==> src/rtl/mmio_uart_tx.sv <==
// mmio_uart_tx: memory-mapped UART transmitter. Core stores are queued in a
// small FIFO and serialised as 8N1 frames (start, 8 data bits LSB first, stop).
// tx_out is registered from the FSM state, so the line lags the state by one
// cycle. Fixed latency from an accepted byte (empty FIFO, IDLE) to the start
// bit on the line is 2 cycles.
module mmio_uart_tx #(
  parameter int CLK_HZ     = 100_000_000,
  parameter int BAUD       = 115200,
  parameter int FIFO_DEPTH = 8
) (
  input  logic                          clk_in,
  input  logic                          rst_in,
  input  logic                          wr_valid_in,
  input  logic [7:0]                    wr_data_in,
  output logic                          wr_ready_out,
  output logic                          tx_out,
  output logic                          busy_out,
  output logic [$clog2(FIFO_DEPTH):0]   fifo_count_out
);

  localparam int CLKS_PER_BIT = CLK_HZ / BAUD;
  localparam int TW           = (CLKS_PER_BIT > 1) ? $clog2(CLKS_PER_BIT) : 1;
  localparam int AW           = (FIFO_DEPTH > 1) ? $clog2(FIFO_DEPTH) : 1;
  localparam int CW           = AW + 1;

  localparam logic [TW-1:0] LAST_TICK = TW'(CLKS_PER_BIT - 1);
  localparam logic [CW-1:0] DEPTH_C   = CW'(FIFO_DEPTH);

  localparam logic [1:0] S_IDLE  = 2'd0;
  localparam logic [1:0] S_START = 2'd1;
  localparam logic [1:0] S_DATA  = 2'd2;
  localparam logic [1:0] S_STOP  = 2'd3;

  logic [7:0]    fifo_mem [FIFO_DEPTH];
  logic [AW-1:0] wr_ptr;
  logic [AW-1:0] rd_ptr;
  logic [CW-1:0] count;

  logic [1:0]    state;
  logic [TW-1:0] timer;
  logic [2:0]    bit_idx;
  logic [7:0]    shift;
  logic          line_active;

  logic          push;
  logic          pop;
  logic          last_tick;
  logic          fifo_empty;

  // Acceptance depends only on the registered count, so a pop in the same
  // cycle never lets a full FIFO take another byte.
  assign wr_ready_out   = (count < DEPTH_C);
  assign fifo_count_out = count;
  assign fifo_empty     = (count == '0);
  assign last_tick      = (timer == LAST_TICK);
  assign push           = wr_valid_in && wr_ready_out;
  assign pop            = !fifo_empty &&
                          ((state == S_IDLE) || ((state == S_STOP) && last_tick));

  // line_active covers the extra cycle the registered line needs to finish
  // the stop bit after the FSM has already returned to IDLE.
  assign busy_out = (state != S_IDLE) || !fifo_empty || line_active;

  // FIFO storage; contents need no reset because the pointers are cleared.
  always_ff @(posedge clk_in) begin
    if (push) begin
      fifo_mem[wr_ptr] <= wr_data_in;
    end
  end

  // FIFO pointers and occupancy; pointers wrap naturally at the power-of-two depth.
  always_ff @(posedge clk_in or posedge rst_in) begin
    if (rst_in) begin
      wr_ptr <= '0;
      rd_ptr <= '0;
      count  <= '0;
    end else begin
      if (push) begin
        wr_ptr <= wr_ptr + AW'(1);
      end
      if (pop) begin
        rd_ptr <= rd_ptr + AW'(1);
      end
      case ({push, pop})
        2'b10:   count <= count + CW'(1);
        2'b01:   count <= count - CW'(1);
        default: count <= count;
      endcase
    end
  end

  // Frame sequencer: IDLE -> START -> DATA x8 -> STOP, chaining frames with no gap.
  always_ff @(posedge clk_in or posedge rst_in) begin
    if (rst_in) begin
      state   <= S_IDLE;
      timer   <= '0;
      bit_idx <= '0;
      shift   <= '0;
    end else begin
      case (state)
        S_IDLE: begin
          timer   <= '0;
          bit_idx <= '0;
          if (pop) begin
            shift <= fifo_mem[rd_ptr];
            state <= S_START;
          end
        end
        S_START: begin
          if (last_tick) begin
            timer   <= '0;
            bit_idx <= '0;
            state   <= S_DATA;
          end else begin
            timer <= timer + TW'(1);
          end
        end
        S_DATA: begin
          if (last_tick) begin
            timer <= '0;
            if (bit_idx == 3'd7) begin
              bit_idx <= '0;
              state   <= S_STOP;
            end else begin
              bit_idx <= bit_idx + 3'd1;
            end
          end else begin
            timer <= timer + TW'(1);
          end
        end
        S_STOP: begin
          if (last_tick) begin
            timer   <= '0;
            bit_idx <= '0;
            if (pop) begin
              shift <= fifo_mem[rd_ptr];
              state <= S_START;
            end else begin
              state <= S_IDLE;
            end
          end else begin
            timer <= timer + TW'(1);
          end
        end
        default: begin
          state   <= S_IDLE;
          timer   <= '0;
          bit_idx <= '0;
        end
      endcase
    end
  end

  // Registered serial line driven from the current state; idle and stop are high.
  always_ff @(posedge clk_in or posedge rst_in) begin
    if (rst_in) begin
      tx_out      <= 1'b1;
      line_active <= 1'b0;
    end else begin
      line_active <= (state != S_IDLE);
      case (state)
        S_START: tx_out <= 1'b0;
        S_DATA:  tx_out <= shift[bit_idx];
        default: tx_out <= 1'b1;
      endcase
    end
  end

endmodule

==> config.mk <==
export PLATFORM = sky130hd
export DESIGN_NAME = mmio_uart_tx
export DESIGN_NICKNAME = d
export VERILOG_FILES = /design/src/rtl/mmio_uart_tx.sv
export SDC_FILE = /design/constraint.sdc
export NUM_CORES = 1
export LEC_CHECK = 0
export ABC_CLOCK_PERIOD_IN_PS = 2400
export CORE_MARGIN = 4
export CORE_UTILIZATION = 56
export CTS_BUF_LIST = sky130_fd_sc_hd__clkbuf_4
export CTS_CLUSTER_SIZE = 20
export DETAILED_ROUTE_END_ITERATION = 10
export GPL_ROUTABILITY_DRIVEN = 0
export MAX_ROUTING_LAYER = met4
export PLACE_DENSITY_LB_ADDON = 0.3
export SLEW_MARGIN = 20
export SYNTH_ARGS = -nofsm -noshare
export SYNTH_HDL_FRONTEND = slang
export SYNTH_SLANG_ARGS = --single-unit
==> constraint.sdc <==
create_clock -name clk_in -period 2.4 [get_ports clk_in]
set_clock_uncertainty 0.2 [all_clocks]
set_input_delay 0.48 -clock clk_in [delete_from_list [all_inputs] [get_ports clk_in]]
set_output_delay 0.48 -clock clk_in [all_outputs]
set_load 0.02 [all_outputs]
## Word level (Yosys, flattened, before mapping)

Memory sizes are Yosys's and may differ from the RTL's.
Cells that the tools add are included.

| operators by class | value |
|---|---|
| $add $sub $neg | 6 |
| $lt $le $gt $ge | 2 |
| equality and inequality tests | 13 |
| mux-type cells | 22 |
| reduce and logical (&&, ||, !) cells | 17 |

Operators by type and width:

| operator | count |
|---|---|
| one-hot mux 10 bit (2 select lines) | 1 |
| 2-to-1 mux 8 bit | 2 |
| one-hot mux 8 bit (2 select lines) | 1 |
| adder 10 x 1 -> 10 bit, second input constant | 1 |
| == test 10 bit, second input constant | 1 |
| 2-to-1 mux 10 bit | 1 |
| 2-to-1 mux 2 bit | 5 |
| != test 2 bit, second input constant | 5 |
| adder 3 x 1 -> 3 bit, second input constant | 3 |
| 2-to-1 mux 3 bit | 3 |
| one-hot mux 3 bit (3 select lines) | 1 |
| one-hot mux 2 bit (4 select lines) | 1 |
| one-hot mux 4 bit (2 select lines) | 1 |
| == test 2 bit, second input constant | 3 |
| nonzero test 2 bit | 3 |
| AND reduction 5 bit | 1 |
| adder 4 x 1 -> 4 bit, second input constant | 1 |
| == test 2 x 1 -> 1 bit, second input constant | 2 |
| zero test 4 bit | 1 |
| < comparator 3 x 4 -> 1 bit, second input constant | 1 |
| < comparator 4 bit, second input constant | 1 |
| 2-to-1 mux 1 bit | 4 |
| AND reduction 2 bit | 2 |
| subtractor 4 x 1 -> 4 bit, second input constant | 1 |
| other kinds (10) | 14 |

| word-level totals | value |
|---|---|
| bits in registers | 35 |
| memory bits (writable) | 64 |
| memories kept | 1 |

Memory list:

| memory | words | width | read ports | clocked after memory_dff | wr ports | RTL line | source |
|---|---|---|---|---|---|---|---|
| fifo_mem | 8 | 8 | 1 | 0 | 1 | 34 | `logic [7:0] fifo_mem [FIFO_DEPTH];` |

## Longest topological paths before layout

| logic depth | value |
|---|---|
| depth after elaboration | 7 |
| gate-level depth with buffers | 11 |

## Worst setup path before layout

Ideal clock, no wire load.

| path | value |
|---|---|
| kind | register to register |
| from | reg timer[0] |
| to | reg count[2] (netlist: fifo_count_out[2]) |
| arrival | 2,321 ps |
| required time | 2,064 ps |
| setup slack | -258 ps |
| cell stages (with the launch flop) | 12 |
| path buffers | 0 |
| period minus slack after synthesis | 2,658 ps |
| cell sequence | dfrtp_1 -> ha_1 -> and4b_1 -> nand4_1 -> a21oi_1 -> ha_1 -> xor2_1 -> ha_1 -> a21oi_1 -> xor2_1 -> nor2_1 -> xor2_1 |

| between the ends | value |
|---|---|
| longest elaborated chain between the ends | 6 |
| elaborated cells on any way between the ends | 8 |
| classes of those cells | eq/ne (3); mux (1); reduce/logical (4) |

RTL lines:

| element | RTL line | source |
|---|---|---|
| from (decl) | 40 | `logic [TW-1:0] timer;` |
| from (signal assigned) | 115 | `timer <= timer + TW'(1);` |
| from (signal assigned) | 128 | `timer <= timer + TW'(1);` |
| from (signal assigned) | 142 | `timer <= timer + TW'(1);` |
| == test 10 bit (*) | 55 | `assign last_tick = (timer == LAST_TICK);` |
| logical AND 1 bit (*) | 58 | `((state == S_IDLE) \|\| ((state == S_STOP) && last_tick));` |
| logical OR 1 bit (*) | 58 |  |
| logical AND 1 bit (*) | 57 | `assign pop = !fifo_empty &&` |
| named net pop | 46 | `logic pop;` |
| == test 2 x 1 -> 1 bit / == test 2 bit (equally long branches) | 84 | `case ({push, pop})` |
| one-hot mux 4 bit (2 select lines) / nonzero test 2 bit (equally long branches) | n/a |  |
| to (signal assigned) | 85 | `2'b10: count <= count + CW'(1);` |
| to (signal assigned) | 86 | `2'b01: count <= count - CW'(1);` |
| to (signal assigned) | 87 | `default: count <= count;` |
| to (decl) | 37 | `logic [CW-1:0] count;` |

Mark *: on every way through the listed nets, which the timed path passes. The rest lies on a longest branch.
A chain may end at the register's enable or synchronous reset.

## Worst setup path after layout

Ends and elaborated chain as after synthesis.

==> flow_summary.json <==
{
  "pin_count": 18,
  "maxClockFrequency_mhz": 411,
  "flow.area_growth_from_synthesis_pct": 15.5,
  "drtAntennaViolNets": 0,
  "timing_max_transition_violations_final": 0,
  "iter_0_drt_violations": 101,
  "detail_route.wirelength.met1_microns": 3130,
  "grt_start_max_net_pins": 36,
  "min-delay-path-class": "input pin to asynchronous set/reset pin",
  "syn_inst": 257,
  "ctsRootBufferMaster": "clkbuf_4",
  "violations": "setup timing",
  "worst_slew_pin_tran_ns": 0.744,
  "cts_tree": "built",
  "critical_path.max_fanout": 3,
  "route.met2.wl_microns": 3830,
  "unrepaired_setup_endpoints_after_global_routing": "true",
  "final_layout_size_suffix_gt1_frac": 0.283,
  "synth-edff-count": 64,
  "synth_largest_type_area_fraction": 0.447,
  "clk_buf_depth": 2,
  "clock_tree.htree_level_count": 3,
  "slew-limit-headroom": 0.504,
  "clkSinkCount": 99,
  "power.ir.vdd_worst_mv": 0.496,
  "hold_viol_final": 0,
  "route.vias.total": 2295,
  "post_synth_main_area_contributors": "edfxtp_1, dfrtp_1, mux4_1",
  "stdcell_area_sq_um": 4960,
  "dr.max_layer_used": "met4",
  "clk-insertion-delay-late_ns": 0.44,
  "arrival_ns": 2.60,
  "vias_in_the_first_global_route": 2316,
  "route.met3.wl_microns": 277,
  "synth.ff_latch_count": 99,
  "cts_hold_buf": 0,
  "fin_crit_sh": 1.01,
  "whs_ns": 0.201,
  "grt_first_pass_wirelength_microns": 12100,
  "antenna_found_initial": 0,
  "synthFlopType": "edfxtp_1",
  "synth.lib_cells_used.distinct": 40,
  "final_net_count": 329,
  "placement.io_buffers": 17,
  "drc": 0,
  "critical_path_required_ns": 2.57,
  "first_pass_iters": 6,
  "start_util": 0.583,
  "synth.cell_area_sq_um": 4300,
  "power-per-cell-area_nw_per_um2": 756,
  "die_height_microns": 95.6,
  "most_numerous_cell_in_the_yosys_netlist": "edfxtp_1",
  "synth_fp_nets": 280,
  "global_route_total_overflow": 0,
  "start_kind": "flip-flop",
  "ys_warn_count": 0,
  "final_setup_vio_count": 1,
  "synth-seq-area-share": 0.652,
  "globalRouteTotalUtil": 0.187,
  "diode_insertion_count_for_antenna_repair": 0,
  "layout.cells.non_filler": 410,
  "via_per_inst": 5.60,
  "yosysTopAreaCell": "edfxtp_1",
  "finalWirelength_microns": 7300,
  "post-dp-hpwl_microns": 4920,
  "cts.clk_slew.worst_paths_ns": 0.18,
  "synth.cells.most_frequent": "edfxtp_1, dfrtp_1, mux2_2",
  "total_of_max_cap_violations": 0,
  "synth_async_sr_flop_share": 0.354,
  "period_minus_slack_ns": 2.43,
  "design.core.area_sq_um": 7370,
  "cts_buffers": 9,
  "run_status": "finished, violations left",
  "setup.worst_path.end_class": "flip-flop",
  "floorplan.die.width_microns": 95.6,
  "placementRows": 31,
  "wl_per_cell_microns": 17.8,
  "syn-mean-instance-area_sq_um": 16.7,
  "power.leakage_nw": 1.88,
  "design.die.area_sq_um": 9140,
  "timing.final.ws_setup_ns": -0.0303,
  "worstSetupPathType": "flip-flop to flip-flop",
  "dp_cells": 392,
  "placed_area_sq_um": 4750
}
-- cells by family after synthesis --
| kind of cell | synth area share |
|---|---|
| AO/OA/AOI/OAI | 0.0245 |
| XOR/XNOR | 0.0326 |
| adder cells (fa/ha/maj) | 0.0350 |
| buffers and inverters | 0.0204 |
| flip-flops | 0.652 |
| multiplexers | 0.160 |
| AND/OR/NAND/NOR | 0.0757 |
-- timing repair --
item                                   4_1_cts  5_1_grt
pin swaps                                    0        7
endpoints found under the hold margin        0        0
setup endpoints to repair                    2        5
resized for setup                            1        9
buffers inserted                             0        2
-- final timing paths --
kind	slack, ns	end	cells after the start	start
max	-0.03	fifo_count_out[2]$_DFFE_PP0P_	11	timer[0]$_DFF_PP0_
min	0.20	wr_ptr[1]$_DFFE_PP0P_	3	rst_in
max reg2reg	-0.03	fifo_count_out[2]$_DFFE_PP0P_	11	timer[0]$_DFF_PP0_
min reg2reg	0.32	shift[4]$_DFFE_PP0P_	1	shift[4]$_DFFE_PP0P_
max in group asynchronous	1.41	tx_out$_DFF_PP1_	3	rst_in
min in group clk_in	0.32	shift[4]$_DFFE_PP0P_	1	shift[4]$_DFFE_PP0P_
-- layout make-up --
cell class                      instances  area [sq um]
Timing Repair Buffer                   45           390
Clock inverter                          7          97.6
Clock buffer                            9          67.6
Inverter                                8          30.0
Sequential cell                        99          2800
Multi-Input combinational cell        143          1450
Tap cell                               99           124
Fill cell                             510          2410
-- report_power, final --
group          switching, mW  total, mW  internal (mW)
combinational          0.337      0.673          0.336
clock                  0.600      0.956          0.356
sequential             0.119       2.12           2.00
total                   1.06       3.75           2.69
-- flip-flops by register name (all words and copies together) (netlist names) --
register        cells
shift               8
bit_idx             3
state               2
line_active         1
fifo_mem           64
fifo_count_out      4
wr_ptr              3
rd_ptr              3
tx_out              1
timer              10
-- routing by layer --
| metal | track usage | vias to the layer above |
|---|---|---|
| li1 | - | 1082 |
| met1 | 0.239 | 1165 |
| met2 | 0.299 | 42 |
| met3 | 0.0489 | 6 |
| met4 | 0.0521 | 0 |
| met5 | - | - |
-- cells in the final DEF, fill, tap and decap left out, types with 8 or more instances in the layout --
cell             count
xor2_1              10
inv_1                8
ha_1                 8
dfrtp_1             34
mux2_2              18
nor2_1              16
nand2_1             11
mux4_2               9
clkbuf_4             9
buf_4               27
clkdlybuf4s50_1     15
edfxtp_1            64
mux4_1               9
-- worst max-delay path, cell delays in order (launching register included) --
cell	delay (ns)
dfrtp_1	0.39
ha_2	0.18
and4b_1	0.23
nand4_1	0.15
a21oi_2	0.22
ha_2	0.23
xor2_2	0.13
ha_2	0.19
a21oi_2	0.03
xor2_1	0.14
nor2_1	0.13
xor2_1	0.15
-- metrics by stage --
stage	utilization	setup slack, ns	TNS (ns)	power (mW)
floorplan	-	-0.101	-0.161	2.51
CTS	0.667	-0.0604	-0.0604	3.78
detailed placement	0.645	-0.0921	-0.134	2.82
global placement	0.645	-0.0327	-0.0327	2.79
global route	0.673	-0.169	-0.235	3.95
finish	0.673	-0.0303	-0.0303	3.75
No activity file was read; power rests on OpenSTA's default activity.
==> RTL edit: new RTL, same settings <==
`BAUD`: 115200 -> 230400.
--- a/src/rtl/mmio_uart_tx.sv
+++ b/src/rtl/mmio_uart_tx.sv
@@ -6,5 +6,5 @@
 module mmio_uart_tx #(
   parameter int CLK_HZ     = 100_000_000,
-  parameter int BAUD       = 115200,
+  parameter int BAUD       = 230400,
   parameter int FIFO_DEPTH = 8
 ) (
Function: same outputs for any inputs over 10 cycles, from zero or initial values and one cycle with rst_in high; that may be too few to reach the edited logic, so the function may still have changed.
==> RTL edit against the original RTL <==
- the run still ends with negative setup slack left
- routed wire length is 0.47% lower
- worst setup slack worse by 110 ps
- non-clock buffer count rose by 7
- sequential share of layout area down 0.33 points
- clock power fell by 19%
- utilization grew 0.20 points
- power shrank 4.8%
- hold slack improved by 7.4 ps
- sequential cell count down 1
- synthesized area shrank 0.73%
- maximum frequency fell by 4.5%
- combinational power up 7.1%
- design area fell by 0.23%
==> RTL edit: results (changes against the original RTL) <==
<table>
<tr><th>Metric</th><th>Value</th></tr>
<tr><th colspan="2">Outcome</th></tr>
<tr><td>Result of the run</td><td>complete, but fails checks</td></tr>
<tr><td>Violations in the final reports</td><td>negative setup slack</td></tr>
<tr><th colspan="2">Timing</th></tr>
<tr><td>Final setup violation count</td><td>2 (+1)</td></tr>
<tr><td>Total Neg Setup Slack</td><td>-234 ps (-204 ps)</td></tr>
<tr><td>Remaining max-slew budget at the tightest pin</td><td>65.1% (+15 points)</td></tr>
<tr><td>Final worst slack</td><td>-144 ps (-114 ps)</td></tr>
<tr><th colspan="2">Routing</th></tr>
<tr><td>Average wire length per cell after detail routing</td><td>17.6 um (-0.95%)</td></tr>
<tr><td>Detailed-routing iteration count for the pre-antenna-repair pass</td><td>4 (-2)</td></tr>
<tr><td>Drt via density</td><td>5.55 (-0.79%)</td></tr>
<tr><td>First DRT Iteration DRCs</td><td>117 (+16%)</td></tr>
<tr><th colspan="2">Global route</th></tr>
<tr><td>Met1 layer usage reported by global route</td><td>24.0% (+0.14 points)</td></tr>
<tr><td>Maximum number of pins on one net before global-route repair</td><td>35 (-2.8%)</td></tr>
<tr><td>GR met2 Demand/Resource</td><td>29.7% (-0.14 points)</td></tr>
<tr><td>Global-route wire length before repair</td><td>11,900 um (-1.3%)</td></tr>
<tr><th colspan="2">Finish</th></tr>
<tr><td>Share of layout cells above drive strength 1</td><td>29.7% (+1.4 points)</td></tr>
<tr><th colspan="2">Logic synthesis</th></tr>
<tr><td>Share of synthesized registers carrying an async set or reset</td><td>34.7% (-0.66 points)</td></tr>
<tr><td>Leading post-synthesis cells by instance count</td><td>sky130_fd_sc_hd__edfxtp_1, sky130_fd_sc_hd__dfrtp_1, sky130_fd_sc_hd__nor2_1</td></tr>
<tr><td>Syn_nets</td><td>276 (-1.4%)</td></tr>
<tr><td>Library cells used by synthesis</td><td>41 (+2.5%)</td></tr>
<tr><td>Share of synthesized area occupied by flip-flops and latches</td><td>65.1% (-0.11 points)</td></tr>
<tr><td>Area contributors post-synth</td><td>sky130_fd_sc_hd__edfxtp_1, sky130_fd_sc_hd__dfrtp_1, sky130_fd_sc_hd__mux4_1</td></tr>
<tr><th colspan="2">Place</th></tr>
<tr><td>HPWL reported at the end of detailed placement</td><td>5080 um (+3.2%)</td></tr>
<tr><th colspan="2">Worst setup path</th></tr>
<tr><td>Start of the worst register-to-register path</td><td>fifo_count_out[0]$_DFFE_PP0P_</td></tr>
<tr><td>First element of the critical path</td><td>fifo_count_out[0]$_DFFE_PP0P_</td></tr>
<tr><td>Crit path arrival time</td><td>1860 ps (-740 ps)</td></tr>
<tr><th colspan="2">Pwr</th></tr>
<tr><td>Worst voltage drop across the vdd grid</td><td>553 uV (+11%)</td></tr>
<tr><td>Static Leak</td><td>1.92 nW (+1.8%)</td></tr>
</table>
RTL edit: per-stage QoR:
stage          std cells  worst slack (ps)  power [mW]  hold WS [ps]  instance area, um2
2_1_floorplan        252              -110        2.48           273                4300
3_3_place_gp         393             -80.4        2.77           297                4780
3_5_place_dp         393              -101        2.81           304                4780
4_1_cts              409              -168        3.58           201                4920
5_1_grt              412              -180        3.75           246                4950
6_report             412              -144        3.57           209                4950
RTL edit: per-layer routing:
layer | vias up | share of wire, %
li1 | 1081 | -
met1 | 1162 | 45
met2 | 33 | 51
met3 | 12 | 2.4
met4 | 0 | 1.7
met5 | - | 0
RTL edit: worst paths after layout:
kind / end / slack (ps) / cells past startpoint
max in group asynchronous: tx_out$_DFF_PP1_ / 1440 / 3
max: busy_out / -140 / 3
min in group clk_in: shift[3]$_DFFE_PP0P_ / 330 / 1
max reg2reg: fifo_count_out[2]$_DFFE_PP0P_ / -90 / 10
min reg2reg: shift[3]$_DFFE_PP0P_ / 330 / 1
min: wr_ptr[1]$_DFFE_PP0P_ / 210 / 3
RTL edit: repair_timing:
action / in CTS / in global routing
setup buffers: 0 / 3
resized for setup: 9 / 3
endpoints found under the hold margin: 0 / 0
endpoints found under the setup margin: 4 / 5
pin swaps: 2 / 2
RTL edit: layout make-up:
type                    instances  area, um2
clock buffers                  10       75.1
repair buffers                 52        452
flip-flops and latches         98       2780
well taps                      99        124
clock inverters                 6       50.0
multi-input cells             138       1440
fillers                       482       2380
inverters                       9       33.8
RTL edit: logic make-up after synthesis:
logic type / after synthesis / share of synthesized area (%)
AOI/OAI and AO/OA: 14 / 2.32
xor gates and xnor gates: 16 / 3.29
adders and majority gates: 13 / 3.81
buffers and inverters: 16 / 2.35
DFF: 98 / 65.1
muxes: 40 / 16.8
and+or+nand+nor: 55 / 6.34
RTL edit: worst max-delay path, stage by stage, from the launching register on:
cell and delay, ps:
sky130_fd_sc_hd__dfrtp_1 410, sky130_fd_sc_hd__or4_4 540, sky130_fd_sc_hd__or3_4 340, sky130_fd_sc_hd__buf_6 140
RTL edit: power by group:
part	switching (mW)	internal (mW)	total, mW	leakage, nW
combinational	0.360	0.360	0.721	0.866
clock	0.541	0.238	0.779	0.0640
sequential	0.0834	1.99	2.07	0.988
total	0.985	2.59	3.57	1.92
